## src/rtl/mul6_seq_pkg.sv

```systemverilog
// mul6_seq_pkg: shared widths and FSM encoding for the 6x6 sequential multiplier
package mul6_seq_pkg;
  localparam int DATA_W = 6;
  localparam int PROD_W = 12;
  typedef enum logic [1:0] {IDLE = 2'd0, RUN = 2'd1, DONE = 2'd2} state_t;
endpackage

```

## src/rtl/mul6_seq_if.sv

```systemverilog
// mul6_seq_if: operand/product valid-ready handshake bundle
interface mul6_seq_if;
  import mul6_seq_pkg::*;
  logic in_valid, in_ready, out_valid, out_ready;
  logic [DATA_W-1:0] a, b;
  logic [PROD_W-1:0] product;
  modport master (output in_valid, a, b, out_ready, input in_ready, out_valid, product);
  modport slave (input in_valid, a, b, out_ready, output in_ready, out_valid, product);
endinterface

```

## src/rtl/mul6_seq_cla.sv

```systemverilog
// CLA_6bit: 6-bit carry-lookahead adder, every carry expanded from generate/propagate terms
module CLA_6bit
  import mul6_seq_pkg::*;
(
  input  logic [DATA_W-1:0] A,
  input  logic [DATA_W-1:0] B,
  output logic [DATA_W-1:0] S,
  output logic              Cout
);
  logic [DATA_W-1:0] g, p;
  logic [DATA_W:1] c;
  assign g = A & B;
  assign p = A ^ B;
  for (genvar i = 0; i < DATA_W; i++) begin : g_c
    logic [i:0] t;
    for (genvar j = 0; j <= i; j++) begin : g_t
      if (j == i) begin : g_self
        assign t[j] = g[j];
      end else begin : g_prop
        assign t[j] = g[j] & (&p[i:j+1]);
      end
    end
    assign c[i+1] = |t;
  end
  assign S = p ^ {c[DATA_W-1:1], 1'b0};
  assign Cout = c[DATA_W];
endmodule

```

## src/rtl/mul6_seq.sv

```systemverilog
// mul6_seq: iterative 6x6 shift-add multiplier with fixed 6-cycle latency
module mul6_seq
  import mul6_seq_pkg::*;
(
  input logic       clk,
  input logic       rst_n,
  mul6_seq_if.slave m
);
  state_t state;
  logic [DATA_W-1:0] hi, lo, mcand, s;
  logic [2:0] cnt;
  logic c;
  CLA_6bit u_cla (.A(hi), .B({DATA_W{lo[0]}} & mcand), .S(s), .Cout(c));
  assign m.in_ready = state == IDLE;
  assign m.out_valid = state == DONE;
  assign m.product = {hi, lo};
  // handshake FSM plus one shift-add step per RUN cycle; unused encoding falls back to IDLE
  always_ff @(posedge clk or negedge rst_n)
    if (!rst_n) begin
      state <= IDLE;
      hi <= '0;
      lo <= '0;
      mcand <= '0;
      cnt <= '0;
    end else
      case (state)
        IDLE: if (m.in_valid) begin
          mcand <= m.a;
          lo <= m.b;
          hi <= '0;
          cnt <= '0;
          state <= RUN;
        end
        RUN: begin
          hi <= {c, s[DATA_W-1:1]};
          lo <= {s[0], lo[DATA_W-1:1]};
          cnt <= cnt + 3'd1;
          if (cnt == 3'd5) state <= DONE;
        end
        DONE: if (m.out_ready) state <= IDLE;
        default: state <= IDLE;
      endcase
endmodule

```

## src/flat_wrapper.sv

```systemverilog
// flat-port wrapper written by rule: the top's interface ports become plain ports
module mul6_seq_flat import mul6_seq_pkg::*;
  (clk, rst_n, m_in_valid, m_a, m_b, m_out_ready, m_in_ready, m_out_valid, m_product);
  mul6_seq_if m_i ();
  input logic clk;
  input logic rst_n;
  input wire logic [$bits(m_i.in_valid)-1:0] m_in_valid;
  input wire logic [$bits(m_i.a)-1:0] m_a;
  input wire logic [$bits(m_i.b)-1:0] m_b;
  input wire logic [$bits(m_i.out_ready)-1:0] m_out_ready;
  output wire logic [$bits(m_i.in_ready)-1:0] m_in_ready;
  output wire logic [$bits(m_i.out_valid)-1:0] m_out_valid;
  output wire logic [$bits(m_i.product)-1:0] m_product;
  assign m_i.in_valid = m_in_valid;
  assign m_i.a = m_a;
  assign m_i.b = m_b;
  assign m_i.out_ready = m_out_ready;
  assign m_in_ready = m_i.in_ready;
  assign m_out_valid = m_i.out_valid;
  assign m_product = m_i.product;
  mul6_seq u_core (.clk(clk), .rst_n(rst_n), .m(m_i));
endmodule
```

## config.mk

```make
export PLATFORM = sky130hd
export DESIGN_NAME = mul6_seq_flat
export DESIGN_NICKNAME = d
export VERILOG_FILES = /design/src/rtl/mul6_seq_pkg.sv /design/src/rtl/mul6_seq_if.sv /design/src/rtl/mul6_seq_cla.sv /design/src/rtl/mul6_seq.sv /design/src/flat_wrapper.sv
export SDC_FILE = /design/constraint.sdc
export NUM_CORES = 1
export LEC_CHECK = 0
export CAP_MARGIN = 15
export CORE_MARGIN = 2
export CORE_UTILIZATION = 48
export DETAILED_ROUTE_END_ITERATION = 7
export PLACE_DENSITY = 0.77
export SLEW_MARGIN = 20
export SYNTH_ARGS = -nofsm -noshare
export SYNTH_HDL_FRONTEND = slang
export SYNTH_SLANG_ARGS = --single-unit
export TNS_END_PERCENT = 30
```

## constraint.sdc

```tcl
create_clock -name clk -period 2.48 [get_ports clk]
set_clock_uncertainty 0.2 [all_clocks]
set_input_delay 0.372 -clock clk [delete_from_list [all_inputs] [get_ports clk]]
set_output_delay 0.372 -clock clk [all_outputs]
set_load 0.005 [all_outputs]
```

==> flow_summary.ini, run 1 <==
[routing]
postRouteWirelength_mm = 2.35
vias = 881
final_antenna_net_count = 0
wl_per_cell_um = 14.0
via_per_inst = 5.24
drt_iter0_markers = 8
drc = 0
dr.pass1.iters = 2

[global_route]
grt_max_degree = 24
antenna_found_initial = 0
overflow = 0
grt_pass1_vias = 855
grt_pass1_wl_mm = 3.86
grt_use_total_pct = 18.5

[cts]
cts_tree = built
clock-sinks = 23
root_buffer = clkbuf_4
clk_pin_slew_ns = 0.12
post_cts_resized = 0
cts_hold_buf = 0
cts_made_buffers = 3
clkLatencyLatePin_ns = 0.30
cts_setup_buffers = 0
h-tree-depth = 1
clk_path_buf_depth = 2

[logic_synthesis]
synth_warnings = 0
synth_nets = 132
synth_area_um2 = 1220
ys_types = 29
avgSynthCellArea_um2 = 11.4
yosys_register_bits = 23
syn-instance-count = 107
seq_area_frac_synth_pct = 47.1

[power_and_ir_drop]
p_per_area_nw_per_um2 = 1100
leakagePower_nw = 0.719
ir_drop_uv = 621

[final_layout]
diodes = 0
multi_input_area_um2 = 593
fin_util_pct = 63.3
syn_to_final_growth_pct = 27.0
nFillCells = 203
layout-drive-gt1-share_pct = 11.6
final_nets = 164
seqCellArea_um2 = 576

[placed_design]
hpwlAfterDp_mm = 1.74
dp_slack_ns = 0.344
gp_congestion = 0.853
port_buffers = 29

[setup_path]
setup.worst_path.end_class = register
critPathRequiredTime_ns = 2.48
crit_arrival_ns = 2.17
path_class = register to register
critPathMaxFanout = 8
cp-start-kind = register

[die]
dieArea_um2 = 2970
initial_core_util_pct = 49.8
io_pins = 30
rows = 18
die_w_um = 54.5
coreArea_um2 = 2450
die_h_um = 54.5

[sta]
finalHoldViolCount = 0
tns_ns = 0
slew_headroom_pct = 77.1
fin_crit_ns = 2.16
worstMarginPinSlew_ns = 0.344
setup-violations-final = 0
rsz0062_at_grt = no
drv_slew = 0
fmax_ghz = 0.462
setup_ws_ns = 0.316
finalCritPeriodShare_pct = 87.3

[flow_run]
drv_cap = 0

[run_status]
status = finished clean

[worst_hold_path]
hp-class = input port to async pin
==> sequential cells by signal, indices dropped and copies added (netlist names) <==
name          flops
u_core.hi         6
u_core.lo         6
u_core.mcand      6
u_core.state      2
u_core.cnt        3
==> path summary, 6_finish.rpt <==
| kind | from | end | slack [ns] | cells past startpoint |
|---|---|---|---|---|
| max | u_core.lo[0] | u_core.hi[3] | 0.32 | 6 |
| min | rst_n | u_core.mcand[3] | 0.20 | 2 |
| max reg2reg | u_core.lo[0] | u_core.hi[3] | 0.32 | 6 |
| min reg2reg | u_core.mcand[5] | u_core.mcand[5] | 0.31 | 1 |
| max in group asynchronous | rst_n | u_core.lo[2] | 1.64 | 2 |
| min in group clk | u_core.mcand[5] | u_core.mcand[5] | 0.31 | 1 |
==> area by class of cell <==
type                       instances  area share, %
sequential                        23           37.1
tap                               30           2.42
timing repair buffer              32           20.1
multi-input combinational         77           38.2
inverter                           2          0.483
clock buffer                       4           1.69
==> worst max-delay path, stage by stage (launching register included) <==
cell and delay, ns:
dfrtp_1 0.47, and2_1 0.20, ha_1 0.28, a21o_1 0.22
a21o_1 0.21, a211o_1 0.31, a22o_1 0.18
==> layer usage <==
| metal | GRT usage, % | vias to the layer above | wire (um) |
|---|---|---|---|
| met4 | 8.33 | 0 | 31 |
| met3 | 3.55 | 4 | 60 |
| li1 | - | 434 | - |
| met2 | 29.7 | 16 | 1170 |
| met5 | 0 | - | 0 |
| met1 | 24.2 | 427 | 1080 |
==> layout by cell type, fill, tap and decap left out <==
cell,count
clkdlybuf4s50_1,29
dfrtp_1,23
nand2_1,15
ha_1,8
and2_1,6
mux2i_1,6
mux2_2,6
o21ai_1,5
o21ai_0,5
a21o_1,4
xor2_1,3
clkbuf_4,3
buf_4,3
inv_1,2
nor2_1,2
nor2b_1,2
a22o_1,2
o22ai_1,2
nor3b_2,1
nand2b_1,1
o2bb2ai_1,1
and3_2,1
a221oi_2,1
nor2_4,1
a22oi_1,1
a211o_1,1
a221oi_1,1
xnor2_1,1
fa_1,1
clkbuf_1,1
==> kinds of logic after synthesis <==
logic type | after synthesis | share of synthesized area [%]
DFF | 23 | 47.1
buffers and inverters | 7 | 4.40
muxes | 12 | 10.4
adders and majority gates | 9 | 9.83
AOI/OAI and AO/OA | 23 | 13.0
and+or+nand+nor | 29 | 12.4
xor gates and xnor gates | 4 | 2.87
==> report_power, final <==
part	switching, W	internal, W
Sequential	0.000130	0.000542
Clock	0.000106	0.0000626
Combinational	0.000400	0.000472
Total	0.000636	0.00108
==> metrics by stage <==
step	std cells	hold WS [ns]	instance area, um^2	total power [W]
2_1_floorplan	107	-0.124	1220	0.00125
3_3_place_gp	164	0.289	1530	0.00152
3_5_place_dp	164	0.288	1530	0.00156
4_1_cts	168	0.210	1550	0.00173
5_1_grt	168	0.205	1550	0.00186
6_report	168	0.205	1550	0.00171
==> cell usage after synthesis, drive strengths merged <==
cell,instances,area (um^2)
mux2,6,67.6
fa,1,20.0
a22oi,1,7.51
nor2b,2,12.5
o22ai,2,12.5
a221oi,2,23.8
and3,1,7.51
ha,8,100
dfrtp,23,576
xnor2,1,8.76
inv,2,7.51
nand2b,1,6.26
nand2,15,56.3
a211o,1,8.76
a22o,2,17.5
nor2,3,18.8
xor2,3,26.3
o2bb2ai,1,8.76
nor3b,1,12.5
a21o,4,30.0
buf,5,46.3
mux2i,6,60.1
o21ai,10,50.0
and2,6,37.5
(Power assumes the default switching activity.)
==> inputs of run 2 (changes only) <==
Settings changed: ABC_AREA set to 1, CORE_MARGIN 2 to not set.
==> run 2 against run 1 <==
  * Wire length increased by 4.8%
  * Clock-buffer cell count down 1
  * Maximum frequency increased by 8.7%
  * First-iteration DRC count up 38%
  * Cell area up 0.64%
  * Critical path depth down 4
  * Sequential share of layout area down 0.24 points
  * Cell count grew 19%
  * Sequential cell count unchanged
  * Via count rose by 15%
  * Hold slack worse by 0.013 ns
  * Sequential power hardly changed
  * Critical path type is now register to primary output
  * Critical endpoint is now m_in_ready
  * Largest power group unchanged
==> flow_summary.ini, run 2 <==
[sta]
worstMarginPinSlew_ns = 0.428
finalCritPeriodShare_pct = 80.2
setup-violations-final = 0
finalHoldViolCount = 0
slew_headroom_pct = 71.4
tns_ns = 0
fin_crit_ns = 1.99
fmax_ghz = 0.502
drv_slew = 0
rsz0062_at_grt = no

[final_layout]
stdcell_area_um2 = 1560
reg.largest.list = u_core.hi (6), u_core.lo (6), u_core.mcand (6)
layout-drive-gt1-share_pct = 10.0
layout_commonest_cell = nand2_1
syn_to_final_growth_pct = 25.5
final_nets = 196
layout_common_cells = nand2_1, clkdlybuf4s50_1, dfrtp_1, inv_1, nor2_1
diodes = 0

[global_route]
grt_use_total_pct = 20.4
grt_max_degree = 24
grt_pass1_vias = 957
antenna_found_initial = 0
overflow = 0
grt_pass1_wl_mm = 4.06

[logic_synthesis]
synth.area.top_cells = dfrtp_1, nand2_1, ha_1, mux2_2, inv_1
synth_top_family_by_area = simple AND/OR/NAND/NOR gates
seq_area_frac_synth_pct = 46.2
synth_warnings = 0
synth-main-ff-cell = dfrtp_1
yosys.area.top_type = dfrtp_1
synth_area_um2 = 1240
syn-instance-count = 140
synth_mux_area_share_pct = 5.43
synthArstFlopShare_pct = 100
synth-edff-count = 0
synthSimpleGateAreaFrac_pct = 20.4
ys_types = 23
synth_nets = 165
yosysMostFrequentCell = nand2_1
yosys_register_bits = 23
synth_xor_area_share_pct = 0.704
synthTopCellsByCount = nand2_1, dfrtp_1, inv_1, nor2_1, ha_1
avgSynthCellArea_um2 = 8.89
synth_top_area_share_pct = 46.2
synth_compound_area_share_pct = 8.54
synthAdderAreaFrac_pct = 9.65

[routing]
dr.pass1.iters = 4
via_per_inst = 5.07
drt_iter0_markers = 11
final_antenna_net_count = 0
wl_per_cell_um = 12.3
postRouteWirelength_mm = 2.46
vias = 1014
drc = 0

[placed_design]
gp_congestion = 0.798
placed_area_um2 = 1540
port_buffers = 29
hpwlAfterDp_mm = 1.88

[worst_hold_path]
hp-class = input port to async pin

[setup_path]
cp_cell_sequence = nor2_2 > clkdlybuf4s50_1
path_class = register to primary output
crit_arrival_ns = 1.42
cp_slowest_cell = clkdlybuf4s50_1
setup.worst_path.end_class = primary output
ff2ff_path_depth = 5
r2r_slack_ns = 0.65
cp-start-kind = register
critPathMaxFanout = 4
critPathRequiredTime_ns = 1.91
max_stage_delay_ns = 0.53

[cts]
cts_tree = built
clock-sinks = 23
cts_made_buffers = 3
clk_pin_slew_ns = 0.12
cts_hold_buf = 0
cts_setup_buffers = 0
root_buffer = clkbuf_4
clkLatencyLatePin_ns = 0.31
clk_path_buf_depth = 2
post_cts_resized = 0
h-tree-depth = 1

[die]
initial_core_util_pct = 50.7
die_h_um = 52.9
dieArea_um2 = 2800
rows = 18
die_w_um = 52.9
coreArea_um2 = 2450
io_pins = 30

[power_and_ir_drop]
ir_drop_uv = 769
p_per_area_nw_per_um2 = 1160
leakagePower_nw = 0.811
power.total_w = 0.00182

[flow_run]
drv_cap = 0

[run_status]
status = finished clean
==> run 2: cell count changes in the layout (fill, tap and decap cells not counted), sizes merged, moves of 3 or more <==
cell,change
nand3,+5
xor2,-3
a211oi,+3
mux2i,-6
a21o,-4
nor3,+3
a21oi,+4
o21ai,-3
and2,-6
nand2,+28
inv,+16
nor2,+7
==> run 2: final timing paths <==
kind                                       from              end
worst max-delay path            u_core.state[0]       m_in_ready
min in group clk                  u_core.cnt[2]    u_core.cnt[2]
worst min-delay path                      rst_n     u_core.hi[3]
max in group asynchronous                 rst_n  u_core.mcand[1]
worst min register to register    u_core.cnt[2]    u_core.cnt[2]
worst max register to register     u_core.lo[0]     u_core.hi[0]
==> run 2: cell families after synthesis <==
kind of cell,after synthesis
xor+xnor,1
buf+inv,22
compound gates,17
simple gates,62
mux,6
fa+ha+maj,9
flops,23
==> run 2: where the power goes <==
part / switching, W / leakage, nW / internal, W
clock network: 0.000109 / 0.0177 / 0.0000602
logic: 0.000498 / 0.511 / 0.000474
registers: 0.000126 / 0.283 / 0.000548
==> run 2: routing by layer <==
| layer | global-route usage, % | wire length [um] |
|---|---|---|
| met1 | 25.0 | 1120 |
| met2 | 34.8 | 1220 |
| met3 | 3.45 | 72 |
| met4 | 9.21 | 45 |
| met5 | 0 | 0 |
==> run 2: critical path: cells and delay by family (launching register included) <==
kind,cells,cell delay [ns]
buf+inv,1,0.53
simple gates,1,0.15
flops,1,0.44
==> run 2: stage by stage <==
step | setup WS (ns) | utilization (%) | hold slack, ns | cells
2_1_floorplan | 0.741 | - | -0.124 | 140
6_report | 0.490 | 63.7 | 0.191 | 200
5_1_grt | 0.438 | 63.7 | 0.219 | 200
3_5_place_dp | 0.613 | 62.5 | 0.262 | 196
4_1_cts | 0.471 | 63.7 | 0.199 | 200
3_3_place_gp | 0.644 | 62.5 | 0.248 | 196
==> run 2: cell type report <==
cell class / count / area (um^2)
Timing Repair Buffer: 30 / 298
Clock buffer: 3 / 22.5
Inverter: 18 / 67.6
Tap cell: 30 / 37.5
Clock inverter: 1 / 5.00
Sequential cell: 23 / 576
Multi-Input combinational cell: 95 / 557
Fill cell: 204 / 892
==> inputs of run 3 (changes only) <==
Clock period 2.48 ns to 1.9 ns, I/O delays scaled along.
==> run 3 against run 2 <==
  * Via count up 4.5%
  * First-iteration DRC count up 82%
  * Wire length up 7.6%
  * Utilization up 1.1 points
  * Worst setup slack worse by 0.38 ns
  * Sequential cell count unchanged
  * Register-to-register slack worse by 0.53 ns
  * Clock-buffer cell count unchanged
  * Sequential power up 31%
  * Combinational power up 37%
  * Total power up 35%
  * Critical endpoint is now m_product[0]
  * Largest cell class unchanged
  * Largest power group unchanged
  * Highest routed layer unchanged
==> flow_summary.ini, run 3 (synthesis results as in run 2) <==
[worst_hold_path]
hp-class = input port to async pin

[routing]
dr.pass1.iters = 5
via_per_inst = 5.22
wl_per_cell_um = 13.0
postRouteWirelength_mm = 2.65
drc = 0
vias = 1060
final_antenna_net_count = 0
drt_iter0_markers = 20

[die]
io_pins = 30
die_h_um = 52.9
coreArea_um2 = 2450
initial_core_util_pct = 50.7
die_w_um = 52.9
rows = 18
dieArea_um2 = 2800

[setup_path]
cp_top_family = buffers and inverters
cp_slowest_cell = clkdlybuf4s50_1
cp-start-kind = register
critPathMaxFanout = 8
critPathRequiredTime_ns = 1.41
max_stage_delay_ns = 0.54
ff2ff_path_depth = 5
r2r_slack_ns = 0.12
cp_cell_sequence = clkdlybuf4s50_1
path_buf_inv = 1
path_class = register to primary output
setup.worst_path.end_class = primary output
path_depth = 1
crit_arrival_ns = 1.30

[cts]
clkLatencyLatePin_ns = 0.32
cts_hold_buf = 0
clk_path_buf_depth = 2
root_buffer = clkbuf_4
cts_made_buffers = 3
h-tree-depth = 1
cts_tree = built
clock-sinks = 23
clk_pin_slew_ns = 0.13

[power_and_ir_drop]
p_per_area_nw_per_um2 = 1540
leakagePower_nw = 0.837
p_sw_share_pct = 41.2
p_seq_share_pct = 36.2
ir_drop_uv = 1030
p_int_w = 0.00144
power.total_w = 0.00245
p_switching_w = 0.00101
p_comb_share_pct = 54.1
power_frac_clock_pct = 9.7

[final_layout]
syn_to_final_growth_pct = 27.7
layout_commonest_cell = nand2_1
nFillCells = 205
diodes = 0
layout-drive-gt1-share_pct = 12.1
stdcell_area_um2 = 1590
final_nets = 199
layout_common_cells = nand2_1, clkdlybuf4s50_1, dfrtp_1, inv_1, nor2_1
reg.largest.list = u_core.hi (6), u_core.lo (6), u_core.mcand (6)

[flow_run]
drv_cap = 0

[placed_design]
hpwlAfterDp_mm = 1.96
port_buffers = 29
gp_congestion = 0.780
placed_area_um2 = 1550

[sta]
fmax_ghz = 0.559
tns_ns = 0
rsz0062_at_grt = no
fin_crit_ns = 1.79
drv_slew = 0
worstMarginPinSlew_ns = 0.399
finalCritPeriodShare_pct = 94.1
setup-violations-final = 0
slew_headroom_pct = 73.3
finalHoldViolCount = 0

[global_route]
grt_pass1_vias = 1042
antenna_found_initial = 0
grt_pass1_wl_mm = 4.34
grt_max_degree = 24
overflow = 0
grt_use_total_pct = 22.2

[run_status]
status = finished clean
run 3: changes by cell type in the layout (fill, tap and decap cells not counted), sizes merged:
cell,previous run,this run
buf,1,4
clkdlybuf4s50,29,27
clkinv,1,0
clkinvlp,0,1
dlygate4sd2,0,1
dlymetal6s2s,0,1
run 3: power by group through the flow:
stage / logic [W] / clock network [W] / registers, W
6_report: 0.00133 / 0.000237 / 0.000886
5_1_grt: 0.00150 / 0.000264 / 0.000916
4_1_cts: 0.00133 / 0.000248 / 0.000882
3_5_place_dp: 0.00133 / 0 / 0.000893
3_3_place_gp: 0.00126 / 0 / 0.000884
2_1_floorplan: 0.000893 / 0 / 0.000870
run 3: worst paths after layout:
path	start	to
min in group clk	u_core.cnt[2]	u_core.cnt[2]
max reg2reg	u_core.lo[0]	u_core.hi[0]
min reg2reg	u_core.cnt[2]	u_core.cnt[2]
max in group asynchronous	rst_n	u_core.lo[0]
min	rst_n	u_core.hi[4]
max	u_core.lo[0]	m_product[0]
run 3: metrics by stage:
step | utilization (%) | std cells | hold WS [ns] | worst slack, ns
3_5_place_dp | 63.1 | 198 | 0.254 | 0.0930
4_1_cts | 64.3 | 202 | 0.0987 | 0.0225
2_1_floorplan | - | 140 | -0.211 | 0.161
6_report | 64.8 | 203 | 0.0961 | 0.112
5_1_grt | 64.8 | 203 | 0.121 | 0.0122
3_3_place_gp | 63.1 | 198 | 0.246 | 0.149
run 3: final cells by class:
type / instances / area (um^2) / area share (%)
tap: 30 / 37.5 / 2.36
clock inverter: 1 / 7.51 / 0.472
inverter: 18 / 67.6 / 4.25
multi-input combinational: 95 / 557 / 35.0
sequential: 23 / 577 / 36.3
timing repair buffer: 33 / 322 / 20.2
clock buffer: 3 / 22.5 / 1.42
run 3: layer usage:
metal / track usage (%) / routed length [um]
met5: 0 / 0
met4: 8.77 / 73
met3: 5.75 / 111
met2: 37.8 / 1300
met1: 26.4 / 1160
run 3: timing repair:
action / in CTS / in global routing
gates resized for setup: 1 / 2
setup endpoints to repair: 1 / 4
hold endpoints to repair: 0 / 0
setup buffers: 0 / 1
pin swaps: 1 / 1
